--- src/rtl/wavegen_dds_core.sv ---
// DDS waveform generator: phase accumulator, per-mode shaping, amplitude scaling; WAVEGEN_SINE_LUT_EN selects sine for mode 3.
// Latency: wave_out is registered from the previous cycle's phase; wrap and wave_valid are one-cycle registered strobes.
// Backpressure: cfg_ready stays low while a committed-at-wrap config is pending; the source holds cfg_valid until accepted.
module wavegen_dds_core #(
   parameter int PHASE_W = 16,
   parameter int OUT_W   = 8
) (
   input  logic               clk,
   input  logic               rst,
   input  logic               en,
   input  logic               cfg_valid,
   output logic               cfg_ready,
   input  logic [1:0]         cfg_mode,
   input  logic [PHASE_W-1:0] cfg_tune,
   input  logic [OUT_W-1:0]   cfg_duty,
   input  logic [OUT_W-1:0]   cfg_amp,
   output logic [OUT_W-1:0]   wave_out,
   output logic               wave_valid,
   output logic               wrap,
   output logic [1:0]         active_mode
);

   localparam int PW = 2 * OUT_W + 1;

   typedef struct packed {
      logic [1:0]         mode;
      logic [PHASE_W-1:0] tune;
      logic [OUT_W-1:0]   duty;
      logic [OUT_W-1:0]   amp;
   } cfg_t;

   localparam cfg_t CFG_RST = '{
      mode: 2'd0,
      tune: '0,
      duty: {1'b1, {(OUT_W-1){1'b0}}},
      amp:  '1
   };

   if (PHASE_W < OUT_W + 2) begin : g_bad_phase_w
      $error("wavegen_dds_core: PHASE_W must be at least OUT_W+2");
   end

   cfg_t               act_cfg;
   cfg_t               sh_cfg;
   logic               pending;
   logic [PHASE_W-1:0] phase;
   logic [OUT_W-1:0]   raw;
   logic [PW-1:0]      prod;
   logic [OUT_W-1:0]   scaled;

`ifdef WAVEGEN_SINE_LUT_EN
   if (OUT_W != 8) begin : g_bad_out_w
      $error("wavegen_dds_core: sine table needs OUT_W == 8");
   end

   // Quarter-wave table, Q[i] = round(127*sin(pi*(i+0.5)/128)).
   function automatic logic [6:0] sine_q(input logic [5:0] idx);
      logic [6:0] q;
      case (idx)
         6'd0:  q = 7'd2;
         6'd1:  q = 7'd5;
         6'd2:  q = 7'd8;
         6'd3:  q = 7'd11;
         6'd4:  q = 7'd14;
         6'd5:  q = 7'd17;
         6'd6:  q = 7'd20;
         6'd7:  q = 7'd23;
         6'd8:  q = 7'd26;
         6'd9:  q = 7'd29;
         6'd10: q = 7'd32;
         6'd11: q = 7'd35;
         6'd12: q = 7'd38;
         6'd13: q = 7'd41;
         6'd14: q = 7'd44;
         6'd15: q = 7'd47;
         6'd16: q = 7'd50;
         6'd17: q = 7'd53;
         6'd18: q = 7'd56;
         6'd19: q = 7'd58;
         6'd20: q = 7'd61;
         6'd21: q = 7'd64;
         6'd22: q = 7'd67;
         6'd23: q = 7'd69;
         6'd24: q = 7'd72;
         6'd25: q = 7'd74;
         6'd26: q = 7'd77;
         6'd27: q = 7'd79;
         6'd28: q = 7'd82;
         6'd29: q = 7'd84;
         6'd30: q = 7'd86;
         6'd31: q = 7'd89;
         6'd32: q = 7'd91;
         6'd33: q = 7'd93;
         6'd34: q = 7'd95;
         6'd35: q = 7'd97;
         6'd36: q = 7'd99;
         6'd37: q = 7'd101;
         6'd38: q = 7'd103;
         6'd39: q = 7'd105;
         6'd40: q = 7'd106;
         6'd41: q = 7'd108;
         6'd42: q = 7'd110;
         6'd43: q = 7'd111;
         6'd44: q = 7'd113;
         6'd45: q = 7'd114;
         6'd46: q = 7'd115;
         6'd47: q = 7'd117;
         6'd48: q = 7'd118;
         6'd49: q = 7'd119;
         6'd50: q = 7'd120;
         6'd51: q = 7'd121;
         6'd52: q = 7'd122;
         6'd53: q = 7'd123;
         6'd54: q = 7'd124;
         6'd55: q = 7'd124;
         6'd56: q = 7'd125;
         6'd57: q = 7'd125;
         6'd58: q = 7'd126;
         6'd59: q = 7'd126;
         default: q = 7'd127;
      endcase
      return q;
   endfunction

   logic [5:0] sine_idx;
   logic [6:0] sine_mag;
   logic [7:0] sine_raw;

   always_comb begin
      sine_idx = phase[PHASE_W-2] ? ~phase[PHASE_W-3 -: 6] : phase[PHASE_W-3 -: 6];
      sine_mag = sine_q(sine_idx);
      sine_raw = phase[PHASE_W-1] ? {1'b0, 7'd127 - sine_mag} : 8'd128 + {1'b0, sine_mag};
   end
`endif

   always_comb begin
      raw = '0;
      case (act_cfg.mode)
         2'd0: raw = (phase[PHASE_W-1 -: OUT_W] < act_cfg.duty) ? '1 : '0;
         2'd1: raw = phase[PHASE_W-1 -: OUT_W];
         2'd2: raw = phase[PHASE_W-1] ? ~phase[PHASE_W-2 -: OUT_W] : phase[PHASE_W-2 -: OUT_W];
`ifdef WAVEGEN_SINE_LUT_EN
         default: raw = OUT_W'(sine_raw);
`else
         default: raw = ~phase[PHASE_W-1 -: OUT_W];
`endif
      endcase
   end

   // amp+1 makes full-scale amplitude an exact pass-through
   always_comb begin
      prod   = PW'(raw) * (PW'(act_cfg.amp) + PW'(1));
      scaled = prod[OUT_W +: OUT_W];
   end

   assign cfg_ready   = !pending && !rst;
   assign active_mode = act_cfg.mode;

   always_ff @(posedge clk) begin
      if (rst) begin
         phase      <= '0;
         wrap       <= 1'b0;
         act_cfg    <= CFG_RST;
         sh_cfg     <= '0;
         pending    <= 1'b0;
         wave_out   <= '0;
         wave_valid <= 1'b0;
      end else begin
         wave_valid <= en;
         wave_out   <= scaled;
         if (en) begin
            {wrap, phase} <= {1'b0, phase} + {1'b0, act_cfg.tune};
         end else begin
            wrap <= 1'b0;
         end
         // Commit waits for a phase wrap unless the accumulator is not moving.
         if (pending && (wrap || !en || act_cfg.tune == '0)) begin
            act_cfg <= sh_cfg;
            pending <= 1'b0;
         end else if (cfg_valid && cfg_ready) begin
            sh_cfg  <= '{mode: cfg_mode, tune: cfg_tune, duty: cfg_duty, amp: cfg_amp};
            pending <= 1'b1;
         end
      end
   end

endmodule

--- config.mk ---
export PLATFORM = sky130hd
export DESIGN_NAME = wavegen_dds_core
export DESIGN_NICKNAME = d
export VERILOG_FILES = /design/src/rtl/wavegen_dds_core.sv
export SDC_FILE = /design/constraint.sdc
export NUM_CORES = 1
export LEC_CHECK = 0
export ABC_AREA = 1
export CORE_AREA = 2 2 109 111
export DETAILED_ROUTE_END_ITERATION = 10
export DIE_AREA = 0 0 111 113
export HOLD_SLACK_MARGIN = 0.05
export PLACE_DENSITY = 0.76
export SETUP_SLACK_MARGIN = 0.5
export SKIP_CTS_REPAIR_TIMING = 1
export SYNTH_ARGS = -nofsm -noshare
export SYNTH_HDL_FRONTEND = slang
export SYNTH_SLANG_ARGS = --single-unit
--- constraint.sdc ---
create_clock -name clk -period 6.6 [get_ports clk]
set_clock_uncertainty 0.15 [all_clocks]
set_input_delay 1.32 -clock clk [delete_from_list [all_inputs] [get_ports clk]]
set_output_delay 1.32 -clock clk [all_outputs]
set_load 0.05 [all_outputs]
# Word level (Yosys, flattened, before mapping)
# Index checks and enable logic that the tools add are counted.
# totals
latchBits	0
output_inout_bits	13
rom_bits	0
memories	0
ff_bits	95
elab_cells	39
ram_bits	0
# classes
magnitude_cmp	1
mux	3
reduce_logical	13
bitwise_logic	4
shifts	0
div_mod_pow	0
multipliers	1
n_addsub	2
eq_ne	2
# op_table
operator	n
case mux 8 bit (3 select lines)	1
adder 16 x 16 -> 17 bit	1
logical NOT 16 bit	1
multiplier 8 x 9 -> 16 bit	1
2-to-1 mux 8 bit	2
NOT 8 bit	2
adder 8 x 1 -> 9 bit, second input constant	1
less-than comparator 8 bit	1
OR reduction 2 bit	2
logical AND 1 bit	3
logical NOT 1 bit	3
equality test 2 x 1 -> 1 bit, second input constant	1
equality test 2 bit, second input constant	1
logical NOT 2 bit	1
logical OR 1 bit	2
NOT 1 bit	2
AND reduction 2 bit	1

# Depth between registers and ports, before layout
# logic_depth
depth_word	6
depth_mapped	31
ltp_nobuf	31

# Worst setup path after synthesis
# OpenSTA, ideal clock, no wires.
# synth_timing
path_type	reg2reg
start	reg act_cfg[13] in the netlist's numbering
end	reg wave_out[7]
arrival_ns	4.867
setup_slack_ns	1.468
setup_ns	0.115
path_buffers	0
required_ns	6.335
path_stages_with_launch	26
cell_sequence	dfxtp_1 inv_1 ha_1 a21oi_1 nor2_1 nor2_4 nand2_4 o2111ai_1 o21ai_1 or2_2 fa_1 inv_1 fa_1 fa_1 inv_1 fa_1 inv_1 ha_1 a21oi_1 nor2_1 nor2_1 o21ai_0 a21oi_1 nand3_2 nand2_1 nor2_1
# synth_between
elab_chain_len	4
# synth_lines
item	line	text
start, declared	43	cfg_t act_cfg;
start signal, assigned	178	act_cfg <= sh_cfg;
less-than comparator 8 bit	139	2'd0: raw = (phase[PHASE_W-1 -: OUT_W] < act_cfg.duty) ? '1 : '0;
2-to-1 mux 8 bit	139	
case mux 8 bit (3 select lines)	138	case (act_cfg.mode)
multiplier 8 x 9 -> 16 bit	152	prod = PW'(raw) * (PW'(act_cfg.amp) + PW'(1));
end signal, assigned	170	wave_out <= scaled;
end, declared	17	output logic [OUT_W-1:0] wave_out,
# No other way between the ends.
# A chain may end at the register's enable or synchronous reset.

# Worst setup path after layout
# layout_timing
start	reg phase[15]
end	reg wave_out[7]
# layout_between
elab_chain_len	4
elab_cells_between_ends	6
cone_classes	1 x mul; 1 x order compare; 3 x mux; 1 x bitwise
# layout_lines
item	line	text
start, declared	46	logic [PHASE_W-1:0] phase;
start signal, assigned	172	{wrap, phase} <= {1'b0, phase} + {1'b0, act_cfg.tune};
less-than comparator 8 bit	139	
2-to-1 mux 8 bit	139	
case mux 8 bit (3 select lines) *	138	
multiplier 8 x 9 -> 16 bit *	152	
# Every way passes the cells marked *; elsewhere a longest branch is shown, timed or not.

==> reports/metrics.yaml <==
critPathMaxFanout: 12
initial_core_util: 0.595
drt_iter0_drc: 420
period_share: 0.859
synth_cells: 896
hold_depth: 2
route.vias.total: 5844
endpoint_kind: "flip-flop"
hold_start: "sh_cfg[6]"
firstDrtPassIters: 6
grt_max_degree: 65
die_x_um: 111
core_area_um2: 11300
rows: 39
timing.rr.end: "wave_out[7]"
drc: 0
critPathTopFamily: "adder cells"
final_max_slew_viol_count: 0
cts_root_buffer: "clkbuf_16"
yosysWarningCount: 0
crit_top_cell: "fa_1"
drive_above_1_share: 0.0470
arrival_ps: 5770
syn_area_um2: 6700
fin_tns_setup_ps: 0
cts_tree: "done"
status: "complete, no violations"
cpMaxStageDelayCell: "fa_1"
rsz0062_at_grt: "false"
cap_violations: 0
synth.avg_cell_area_um2: 7.48
path_clk_slew_ps: 80
die_h_um: 113
max_freq_mhz: 176
worstSetupPathType: "flip-flop to flip-flop"
synth_edf_count: 0
hold_path_class: "flip-flop to flip-flop"
gp_congestion: 0.945
io_pins: 51
cts_sinks: 95
antenna_left: 0
cts_buffers: 9
min_period_ps: 5670
slew_headroom: 0.149
synth_cell_types: 36
wl_per_cell_um: 14.5
regArea_um2: 1900
synth_fp_nets: 1031
grt_pass1_vias: 5747
dp_hpwl_mm: 12.1
synth_seq_cells: 95
port_buffers: 50
worst_slew_pin_slew_ps: 1270
htreeDepth: 3
ys_seq_area_frac: 0.284
r2r_slack_ps: 930
critPathLaunchType: "flip-flop"
grt.overflow.total: 0
grt_first_pass_wirelength_mm: 27.1
clk-insertion-delay-late_ps: 360
grtUsageTotal: 0.267
path_cells: "ha_1, nand2_1, nand3_2, nor2_4, nand2_4, o2111ai_1, o21ai_1, or2_2, fa_1, inv_1, fa_1, fa_1, inv_1, fa_1, inv_1, ha_1, a21oi_1, nor2_1, nor2_1, o21ai_0, a21oi_1, nand3_2, nand2_1, nor2_1"
path_buf_inv: 3
multi_input_area_um2: 4100
viasPerCell: 5.42
antenna_found_initial: 0
routed_wl_mm: 15.7
setup_viol: 0
nets: 1066
fillers: 953
reg2regPathDepth: 24
hold_violations: 0
clockBufferDepth: 2
max_stage_delay_ps: 550
hold_path_end: "act_cfg[6]"
die_area_um2: 12500
syn2layout_area_growth_pct: 13.3
rr_startpoint: "phase[15]"
diodes: 0
crit_required_ps: 6700
synthArstFlopShare: 0
ys.flop_type: "dfxtp_1"
[layout by cell type, fill, tap and decap left out, drive strengths merged]
cell type      count
a211oi             1
a21o               2
a21oi             67
a221oi             2
a31oi              4
buf                5
clkbuf            10
clkdlybuf4s50     50
clkinv             3
clkinvlp           1
dfxtp             95
fa                41
ha                56
inv              153
nand2            163
nand3             39
nand3b             2
nand4              7
nor2              94
nor3               4
nor3b              2
nor4               4
o2111ai            6
o211ai             6
o21ai             76
o21bai             1
o31ai             17
or2                2
xnor2              4
xor2              19
[Yosys cell counts, types with 5 or more instances]
cell | instances | area share
nand4_1 | 7 | 0.0065
clkbuf_1 | 24 | 0.013
nand2_1 | 158 | 0.088
nor2_1 | 91 | 0.051
o211ai_1 | 6 | 0.0067
nand3_1 | 35 | 0.026
o21ai_0 | 71 | 0.053
dfxtp_1 | 95 | 0.28
inv_1 | 144 | 0.081
o21ai_1 | 5 | 0.0037
ha_1 | 56 | 0.10
fa_1 | 41 | 0.12
a21oi_1 | 67 | 0.050
inv_2 | 5 | 0.0028
o2111ai_1 | 6 | 0.0078
xor2_1 | 19 | 0.025
o31ai_1 | 17 | 0.019
[how the worst max path moves through the flow]
stage | cells after the start | slack, ps | startpoint | end
global route | 24 | 530 | phase[15] | wave_out[7]
finish | 24 | 930 | phase[15] | wave_out[7]
CTS | 24 | 830 | phase[15] | wave_out[7]
floorplan | 25 | 1470 | act_cfg[13] | wave_out[7]
detailed placement | 22 | 830 | phase[15] | wave_out[5]
global placement | 24 | 980 | phase[15] | wave_out[7]
[final cells by class]
cell class / instances / area share
Inverter: 151 / 0.0753
Sequential cell: 95 / 0.251
Multi-Input combinational cell: 619 / 0.540
Clock inverter: 6 / 0.00808
Timing Repair Buffer: 55 / 0.0709
Tap cell: 143 / 0.0236
Clock buffer: 10 / 0.0315
[state kept, by name (all words and copies together) (netlist names)]
signal and flops:
phase 16, wave_out 8, pending 1, wave_valid 1, sh_cfg 34, wrap 1
active_mode 2, act_cfg 32
[stage by stage]
| step | cell area [um^2] | hold WS, ps | cells | setup slack, ps | utilization |
|---|---|---|---|---|---|
| floorplan | 6700 | 279 | 896 | 1470 | - |
| global route | 7590 | 340 | 1079 | 530 | 0.673 |
| finish | 7590 | 310 | 1079 | 932 | 0.673 |
| CTS | 7590 | 313 | 1079 | 825 | 0.673 |
| global placement | 7290 | 291 | 1063 | 983 | 0.647 |
| detailed placement | 7290 | 296 | 1063 | 830 | 0.647 |
[layer usage]
metal	routed length, um	GRT usage	up-vias	part of all wire
li1	-	-	2959	-
met1	6760	0.317	2733	0.43
met2	7890	0.486	120	0.50
met3	535	0.0423	32	0.034
met4	503	0.107	0	0.032
met5	0	0	-	0
[worst register-to-register path, stage by stage (launching register included)]
cell	delay [ps]
dfxtp_2	470
ha_1	300
nand2_1	80
nand3_2	90
nor2_4	140
nand2_4	100
o2111ai_1	90
o21ai_1	230
or2_2	360
fa_1	530
inv_1	50
fa_1	470
fa_1	550
inv_1	60
fa_1	520
inv_1	40
ha_1	330
a21oi_1	230
nor2_1	70
nor2_1	190
o21ai_0	130
a21oi_1	200
nand3_2	90
nand2_1	60
nor2_1	50
[kinds of logic (layout without fill, tap and decap cells)]
kind of cell / after synthesis / after routing / share of synthesized area
XOR/XNOR: 23 / 23 / 0.0301
adder cells (fa/ha/maj): 97 / 97 / 0.227
flip-flops: 95 / 95 / 0.284
buffers and inverters: 182 / 222 / 0.105
AO/OA/AOI/OAI: 182 / 182 / 0.151
AND/OR/NAND/NOR: 317 / 317 / 0.202
Power is not shown: default switching activity piles up to over one toggle a cycle in this logic, so the estimate is an artifact.
